[src/rtl/arb_pkg.sv]
// Shared encodings for the instruction/data memory port arbiter.
package arb_pkg;

    typedef enum logic [1:0] {
        ST_IDLE  = 2'd0,
        ST_DATA  = 2'd1,
        ST_FETCH = 2'd2
    } state_t;

    // Wide enough for any supported DW; sliced to DW/8 where used.
    localparam int                    BE_MAX_W = 64;
    localparam logic [BE_MAX_W-1:0]   BE_ALL   = '1;

endpackage

[src/rtl/mem_port_arbiter_if.sv]
// Requester and memory-bus signals of the fetch/LSU memory port arbiter.
// The master modport is the arbiter's view (it masters the memory bus); slave is the environment's.
interface mem_port_arbiter_if #(
    parameter int AW = 32,
    parameter int DW = 32
);
    localparam int BW = DW / 8;

    logic          if_req;
    logic [AW-1:0] if_addr;
    logic          if_gnt;
    logic          if_rvalid;
    logic [DW-1:0] if_rdata;

    logic          d_req;
    logic          d_we;
    logic [AW-1:0] d_addr;
    logic [DW-1:0] d_wdata;
    logic [BW-1:0] d_be;
    logic          d_gnt;
    logic          d_rvalid;
    logic [DW-1:0] d_rdata;

    logic          bus_req;
    logic          bus_we;
    logic [AW-1:0] bus_addr;
    logic [DW-1:0] bus_wdata;
    logic [BW-1:0] bus_be;
    logic          bus_ack;
    logic [DW-1:0] bus_rdata;

    logic          stall;
    logic          err;

    modport master (
        input  if_req, if_addr, d_req, d_we, d_addr, d_wdata, d_be, bus_ack, bus_rdata,
        output if_gnt, if_rvalid, if_rdata, d_gnt, d_rvalid, d_rdata,
               bus_req, bus_we, bus_addr, bus_wdata, bus_be, stall, err
    );

    modport slave (
        output if_req, if_addr, d_req, d_we, d_addr, d_wdata, d_be, bus_ack, bus_rdata,
        input  if_gnt, if_rvalid, if_rdata, d_gnt, d_rvalid, d_rdata,
               bus_req, bus_we, bus_addr, bus_wdata, bus_be, stall, err
    );

endinterface

[src/rtl/arb_timeout_ctr.sv]
// Wait-cycle counter for an outstanding bus transaction; expired fires on the
// TIMEOUT-th cycle spent waiting for bus_ack. Used only when ARB_TIMEOUT_EN is defined.
module arb_timeout_ctr #(
    parameter int TIMEOUT = 255
) (
    input  logic clk,
    input  logic rst,
    input  logic clr,
    input  logic run,
    output logic expired
);
    localparam int CW = (TIMEOUT > 1) ? $clog2(TIMEOUT) : 1;
    localparam logic [CW-1:0] LAST = CW'(TIMEOUT - 1);

    logic [CW-1:0] r_cnt;

    assign expired = run && (r_cnt == LAST);

    always_ff @(posedge clk or negedge rst) begin
        if (!rst) begin
            r_cnt <= '0;
        end else if (clr) begin
            r_cnt <= '0;
        end else if (run && (r_cnt != LAST)) begin
            r_cnt <= r_cnt + 1'b1;
        end
    end

endmodule

[src/rtl/mem_port_arbiter.sv]
// Single-ported memory bus shared between instruction fetch and load/store, one transaction
// outstanding. Optional bus_ack timeout with sticky err is built when ARB_TIMEOUT_EN is defined.
module mem_port_arbiter
    import arb_pkg::*;
#(
    parameter int AW      = 32,
    parameter int DW      = 32,
    parameter int TIMEOUT = 255
) (
    input  logic               clk,
    input  logic               rst,
    mem_port_arbiter_if.master bus
);
    localparam int BW = DW / 8;

    state_t        r_state;
    logic          r_last_was_data;
    logic          r_bus_req;
    logic          r_bus_we;
    logic [AW-1:0] r_bus_addr;
    logic [DW-1:0] r_bus_wdata;
    logic [BW-1:0] r_bus_be;
    logic          r_if_rvalid;
    logic          r_d_rvalid;
    logic [DW-1:0] r_if_rdata;
    logic [DW-1:0] r_d_rdata;

    logic          w_idle;
    logic          w_busy;
    logic          w_d_gnt;
    logic          w_if_gnt;
    logic          w_done;
    logic          w_expired;

    // Grants are combinational, so they are masked while reset holds the outputs at zero.
    assign w_idle   = rst && (r_state == ST_IDLE);
    assign w_busy   = (r_state != ST_IDLE);
    assign w_d_gnt  = w_idle && bus.d_req && (!bus.if_req || !r_last_was_data);
    assign w_if_gnt = w_idle && bus.if_req && !w_d_gnt;
    assign w_done   = bus.bus_ack || w_expired;

`ifdef ARB_TIMEOUT_EN
    logic r_err;

    arb_timeout_ctr #(
        .TIMEOUT (TIMEOUT)
    ) u_timeout (
        .clk     (clk),
        .rst     (rst),
        .clr     (w_d_gnt || w_if_gnt),
        .run     (w_busy),
        .expired (w_expired)
    );

    always_ff @(posedge clk or negedge rst) begin
        if (!rst) begin
            r_err <= 1'b0;
        end else if (w_expired && !bus.bus_ack) begin
            r_err <= 1'b1;
        end
    end

    assign bus.err = r_err;
`else
    assign w_expired = 1'b0;
    assign bus.err   = 1'b0;
`endif

    always_ff @(posedge clk or negedge rst) begin
        if (!rst) begin
            r_state         <= ST_IDLE;
            r_last_was_data <= 1'b0;
            r_bus_req       <= 1'b0;
            r_bus_we        <= 1'b0;
            r_bus_addr      <= '0;
            r_bus_wdata     <= '0;
            r_bus_be        <= '0;
            r_if_rvalid     <= 1'b0;
            r_d_rvalid      <= 1'b0;
            r_if_rdata      <= '0;
            r_d_rdata       <= '0;
        end else begin
            r_if_rvalid <= 1'b0;
            r_d_rvalid  <= 1'b0;
            case (r_state)
                ST_IDLE: begin
                    if (w_d_gnt) begin
                        r_bus_req   <= 1'b1;
                        r_bus_we    <= bus.d_we;
                        r_bus_addr  <= bus.d_addr;
                        r_bus_wdata <= bus.d_wdata;
                        r_bus_be    <= bus.d_be;
                        r_state     <= ST_DATA;
                    end else if (w_if_gnt) begin
                        r_bus_req   <= 1'b1;
                        r_bus_we    <= 1'b0;
                        r_bus_addr  <= bus.if_addr;
                        r_bus_wdata <= '0;
                        r_bus_be    <= BE_ALL[BW-1:0];
                        r_state     <= ST_FETCH;
                    end
                end
                ST_DATA: begin
                    if (w_done) begin
                        r_bus_req       <= 1'b0;
                        r_d_rvalid      <= 1'b1;
                        // Stores and aborted transactions return zero.
                        r_d_rdata       <= (bus.bus_ack && !r_bus_we) ? bus.bus_rdata : '0;
                        r_last_was_data <= 1'b1;
                        r_state         <= ST_IDLE;
                    end
                end
                ST_FETCH: begin
                    if (w_done) begin
                        r_bus_req       <= 1'b0;
                        r_if_rvalid     <= 1'b1;
                        r_if_rdata      <= bus.bus_ack ? bus.bus_rdata : '0;
                        r_last_was_data <= 1'b0;
                        r_state         <= ST_IDLE;
                    end
                end
                default: begin
                    r_bus_req <= 1'b0;
                    r_state   <= ST_IDLE;
                end
            endcase
        end
    end

    assign bus.if_gnt    = w_if_gnt;
    assign bus.d_gnt     = w_d_gnt;
    assign bus.if_rvalid = r_if_rvalid;
    assign bus.if_rdata  = r_if_rdata;
    assign bus.d_rvalid  = r_d_rvalid;
    assign bus.d_rdata   = r_d_rdata;
    assign bus.bus_req   = r_bus_req;
    assign bus.bus_we    = r_bus_we;
    assign bus.bus_addr  = r_bus_addr;
    assign bus.bus_wdata = r_bus_wdata;
    assign bus.bus_be    = r_bus_be;
    assign bus.stall     = w_busy;

endmodule
[src/flat_wrapper.sv]
// flat-port wrapper written by rule: the top's interface ports become plain ports
module mem_port_arbiter_flat import arb_pkg::*;
#(
    parameter int AW      = 32,
    parameter int DW      = 32,
    parameter int TIMEOUT = 255
)
  (clk, rst, bus_if_req, bus_if_addr, bus_d_req, bus_d_we, bus_d_addr, bus_d_wdata, bus_d_be, bus_bus_ack, bus_bus_rdata, bus_if_gnt, bus_if_rvalid, bus_if_rdata, bus_d_gnt, bus_d_rvalid, bus_d_rdata, bus_bus_req, bus_bus_we, bus_bus_addr, bus_bus_wdata, bus_bus_be, bus_stall, bus_err);
  mem_port_arbiter_if #(.AW(AW), .DW(DW)) bus_i ();
  input  logic clk;
  input  logic rst;
  input wire logic [$bits(bus_i.if_req)-1:0] bus_if_req;
  input wire logic [$bits(bus_i.if_addr)-1:0] bus_if_addr;
  input wire logic [$bits(bus_i.d_req)-1:0] bus_d_req;
  input wire logic [$bits(bus_i.d_we)-1:0] bus_d_we;
  input wire logic [$bits(bus_i.d_addr)-1:0] bus_d_addr;
  input wire logic [$bits(bus_i.d_wdata)-1:0] bus_d_wdata;
  input wire logic [$bits(bus_i.d_be)-1:0] bus_d_be;
  input wire logic [$bits(bus_i.bus_ack)-1:0] bus_bus_ack;
  input wire logic [$bits(bus_i.bus_rdata)-1:0] bus_bus_rdata;
  output wire logic [$bits(bus_i.if_gnt)-1:0] bus_if_gnt;
  output wire logic [$bits(bus_i.if_rvalid)-1:0] bus_if_rvalid;
  output wire logic [$bits(bus_i.if_rdata)-1:0] bus_if_rdata;
  output wire logic [$bits(bus_i.d_gnt)-1:0] bus_d_gnt;
  output wire logic [$bits(bus_i.d_rvalid)-1:0] bus_d_rvalid;
  output wire logic [$bits(bus_i.d_rdata)-1:0] bus_d_rdata;
  output wire logic [$bits(bus_i.bus_req)-1:0] bus_bus_req;
  output wire logic [$bits(bus_i.bus_we)-1:0] bus_bus_we;
  output wire logic [$bits(bus_i.bus_addr)-1:0] bus_bus_addr;
  output wire logic [$bits(bus_i.bus_wdata)-1:0] bus_bus_wdata;
  output wire logic [$bits(bus_i.bus_be)-1:0] bus_bus_be;
  output wire logic [$bits(bus_i.stall)-1:0] bus_stall;
  output wire logic [$bits(bus_i.err)-1:0] bus_err;
  assign bus_i.if_req = bus_if_req;
  assign bus_i.if_addr = bus_if_addr;
  assign bus_i.d_req = bus_d_req;
  assign bus_i.d_we = bus_d_we;
  assign bus_i.d_addr = bus_d_addr;
  assign bus_i.d_wdata = bus_d_wdata;
  assign bus_i.d_be = bus_d_be;
  assign bus_i.bus_ack = bus_bus_ack;
  assign bus_i.bus_rdata = bus_bus_rdata;
  assign bus_if_gnt = bus_i.if_gnt;
  assign bus_if_rvalid = bus_i.if_rvalid;
  assign bus_if_rdata = bus_i.if_rdata;
  assign bus_d_gnt = bus_i.d_gnt;
  assign bus_d_rvalid = bus_i.d_rvalid;
  assign bus_d_rdata = bus_i.d_rdata;
  assign bus_bus_req = bus_i.bus_req;
  assign bus_bus_we = bus_i.bus_we;
  assign bus_bus_addr = bus_i.bus_addr;
  assign bus_bus_wdata = bus_i.bus_wdata;
  assign bus_bus_be = bus_i.bus_be;
  assign bus_stall = bus_i.stall;
  assign bus_err = bus_i.err;
  mem_port_arbiter #(.AW(AW), .DW(DW), .TIMEOUT(TIMEOUT)) u_core (.clk(clk), .rst(rst), .bus(bus_i));
endmodule
[config.mk]
export PLATFORM = sky130hd
export DESIGN_NAME = mem_port_arbiter_flat
export DESIGN_NICKNAME = d
export VERILOG_FILES = /design/src/rtl/arb_pkg.sv /design/src/rtl/mem_port_arbiter_if.sv /design/src/rtl/arb_timeout_ctr.sv /design/src/rtl/mem_port_arbiter.sv /design/src/flat_wrapper.sv
export SDC_FILE = /design/constraint.sdc
export NUM_CORES = 1
export LEC_CHECK = 0
export ABC_CLOCK_PERIOD_IN_PS = 3400
export BUFFER_PORTS_ARGS = -buffer_cell sky130_fd_sc_hd__clkbuf_2
export CAP_MARGIN = 20
export CELL_PAD_IN_SITES_DETAIL_PLACEMENT = 1
export CELL_PAD_IN_SITES_GLOBAL_PLACEMENT = 1
export CORE_MARGIN = 1
export CORE_UTILIZATION = 37
export DETAILED_ROUTE_END_ITERATION = 10
export PLACE_DENSITY = 0.85
export SYNTH_ARGS = -nofsm -noshare
export SYNTH_HDL_FRONTEND = slang
export SYNTH_SLANG_ARGS = --single-unit
[constraint.sdc]
create_clock -name clk -period 3.4 [get_ports clk]
set_clock_uncertainty 0.1 [all_clocks]
set_input_delay 0.17 -clock clk [delete_from_list [all_inputs] [get_ports clk]]
set_output_delay 0.17 -clock clk [all_outputs]
set_load 0.01 [all_outputs]
==> results.toml <==
[grt]
gr-total-overflow = 0
antenna_found_initial = 0
grt_pass1_wl_mm = 34.7
track_usage_pct = 29.4
grt_start_max_net_pins = 66
grt_pass1_vias = 6115

[sta]
worstMarginPinSlew_ns = 0.959
max_slew_margin_pct = 36.1
fin_crit_ns = 2.94
max_freq_ghz = 0.341
fin_crit_sh_pct = 86.3
slew_viol_final = 0
final_hold_viol_count = 0
tns_ns = 0
setup_violations = 0
grt_setup_unrepaired = "no"

[synthesis]
synth_compound_area_share_pct = 15.8
ys_top_cells_by_area = "dfrtp_1 (62%), mux2_2 (6.5%), a221o_1 (5.7%)"
synth-edff-count = 0
ys_ff_latch = 139
yosysWarnings = 0
synthSimpleGateAreaFrac_pct = 10.3
synth-main-ff-cell = "dfrtp_1"
synth_nets = 570
synth-seq-area-share_pct = 62.3
synthCells = 429
synthArstFlopShare_pct = 100
ys_types = 28
syn_area_um2 = 5580
netlist_top_cells_count = "dfrtp_1 (139), a22o_1 (34), nand2_1 (34), nand2b_1 (34)"
synth_top_family_by_area = "compound AO/OA/AOI/OAI gates"
synth_fa_ha_area_share_pct = 0.672
yosys-mux-area-fraction_pct = 6.63
synth_top_area_share_pct = 62.3
syn_avg_cell_area_um2 = 13.0
synth.most_common_cell = "dfrtp_1"
synth-xor-area-share_pct = 0
yosysTopAreaCell = "dfrtp_1"

[critical_path]
cpPeakStageDelay_ns = 0.58
reg2reg_depth = 7
crit_arrival_ns = 3.12
cp_data_required_time_ns = 3.59
r2r_slack_ns = 0.46
crit_cells = 7
worstReg2RegEnd = "u_core.bus.bus_addr[24]"
crit_buf_inv = 3
critPathSlowestCell = "dlygate4sd3_1"
rr_startpoint = "u_core.r_state[1]"
cp_max_fo = 38
critPathKind = "reg2reg"
path_delay_family = "buffers and inverters"
startpoint = "u_core.r_state[1]"
worstSetupEndpoint = "u_core.bus.bus_addr[24]"
cp-start-kind = "register"
path_cells = "inv_1 > ha_1 > o211ai_4 > buf_4 > and2_0 > a221o_1 > dlygate4sd3_1"
end_kind = "register"

[place]
numPortBuffers = 276
post-dp-hpwl_mm = 12.3
place_congestion = 0.806
placed_cells = 862

[power_and_ir_drop]
p_int_mw = 5.13
power_switching_mw = 2.97
seq_power_share_pct = 37.5
p_comb_share_pct = 40.8
finalPower_mw = 8.10
powerDensity_nw_per_um2 = 905
leakage_nw = 4.61
swShare_pct = 36.7
p_clk_share_pct = 21.7
ir_worst_vdd_mv = 0.392

[floorplanning]
die-area_um2 = 15600
ios = 278
core_area_um2 = 14600
start_util_pct = 38.1
std_cell_rows = 44
dieHeight_um = 125
die_w_um = 125

[route]
wl_mm = 22.1
drt_iter0_drc = 344
num_vias = 5356
drc = 36
ant_nets = 0
wl_per_cell_um = 21.6
vias_per_cell = 5.22
dr.pass1.iters = 8

[finish]
stdcell_count = 1027
drive_gt1_share_pct = 41.6
nNetsFinal = 973
area_growth_pct = 60.3
final_core_util_pct = 61.1
antenna_cells = 0
fill_cells = 1566

[cts]
cts_tree = "done"
htree_levels = 4
worstSkewPairLatency_ns = 0.40
clk_pin_slew_ns = 0.06
clock-root-buffer = "clkbuf_16"
clock_sinks = 139
clockBufferDepth = 2
cts_resized = 0
numCtsBuffers = 17
post_cts_buffers = 0

[status]
status = "finished with violations"
violations = "DRC"

[worst_hold_path]
holdCritStartpoint = "bus_bus_ack"
hold_path.class = "in2reg"

[flow_run]
cap_violations = 0
cell type report:
type | instances | area (um2) | area share [%]
repair buffers | 417 | 2790 | 31.2
clock buffers | 19 | 453 | 5.06
clock inverters | 11 | 97.6 | 1.09
inverters | 6 | 22.5 | 0.252
well taps | 184 | 230 | 2.57
flip-flops and latches | 139 | 3480 | 38.9
multi-input cells | 251 | 1880 | 21.0
registers in the layout, indices dropped and copies added (netlist names):
name / cells
u_core.bus.bus_addr: 32
u_core.bus.bus_be: 4
u_core.bus.bus_req: 1
u_core.bus.bus_wdata: 32
u_core.bus.bus_we: 1
u_core.bus.d_rdata: 32
u_core.bus.d_rvalid: 1
u_core.bus.if_rdata: 32
u_core.bus.if_rvalid: 1
u_core.r_last_was_data: 1
u_core.r_state: 2
worst min path at each step:
stage / end / depth (start not counted)
global route: u_core.bus.d_rvalid / 3
global placement: u_core.bus.d_rdata[11] / 1
finish: u_core.bus.d_rvalid / 3
detailed placement: u_core.bus.d_rdata[11] / 1
floorplan: u_core.bus.bus_addr[0] / 0
CTS: u_core.r_state[0] / 3
tightest hold or removal path: cells and delay by family:
kind | cells | cell delay (ns)
buffers and inverters | 2 | 0.20
AND/OR/NAND/NOR | 1 | 0.12
logic make-up after synthesis:
group | Yosys count
flops | 139
compound gates | 110
simple gates | 104
buf+inv | 39
mux | 33
fa+ha+maj | 3
other cells | 1
metrics by stage:
stage	instance area [um2]	hold WS, ns	setup WS (ns)
after global routing	8950	0.0454	0.351
final	8950	0.0189	0.464
after CTS	8930	0.0867	0.602
after global placement	7040	-0.0101	1.32
after detailed placement	7040	-0.00471	1.15
after floorplan	5580	-0.226	1.72
metal layers:
metal  up-vias  track usage (%)  part of all wire (%)  wire (um)
li1       2340                -                     -          -
met1      2688             32.1                    37       8270
met2       279             53.2                    53      11600
met3        49             7.95                   7.0       1550
met4         0             13.3                   3.1        687
met5         -                0                     0          0
layout by cell type, fill, tap and decap left out, types with 4 or more instances in the layout:
cell type and count:
clkinvlp_4 4, nand2b_1 34, and2_1 18, clkinv_2 4, a22o_1 34, mux2_2 32
clkbuf_16 17, dfrtp_1 139, dlygate4sd3_1 134, o21ai_0 32, clkbuf_2 275, nand2_1 33
buf_4 6, o22a_1 4, a221o_1 32, inv_1 5, and2_0 14
power groups by stage:
stage	Combinational [mW]	Clock, mW	Sequential, mW
after global placement	2.62	0	2.94
after CTS	3.15	1.78	2.97
after detailed placement	2.76	0	2.97
final	3.31	1.75	3.04
after floorplan	1.21	0	3.22
after global routing	3.54	1.86	3.12
timing repair:
action | 4_1_cts | 5_1_grt
hold buffers | 134 | 0
hold endpoints to repair | 163 | 0
endpoints found under the setup margin | 0 | 0
Note: power is estimated with default switching activity, not from simulation.
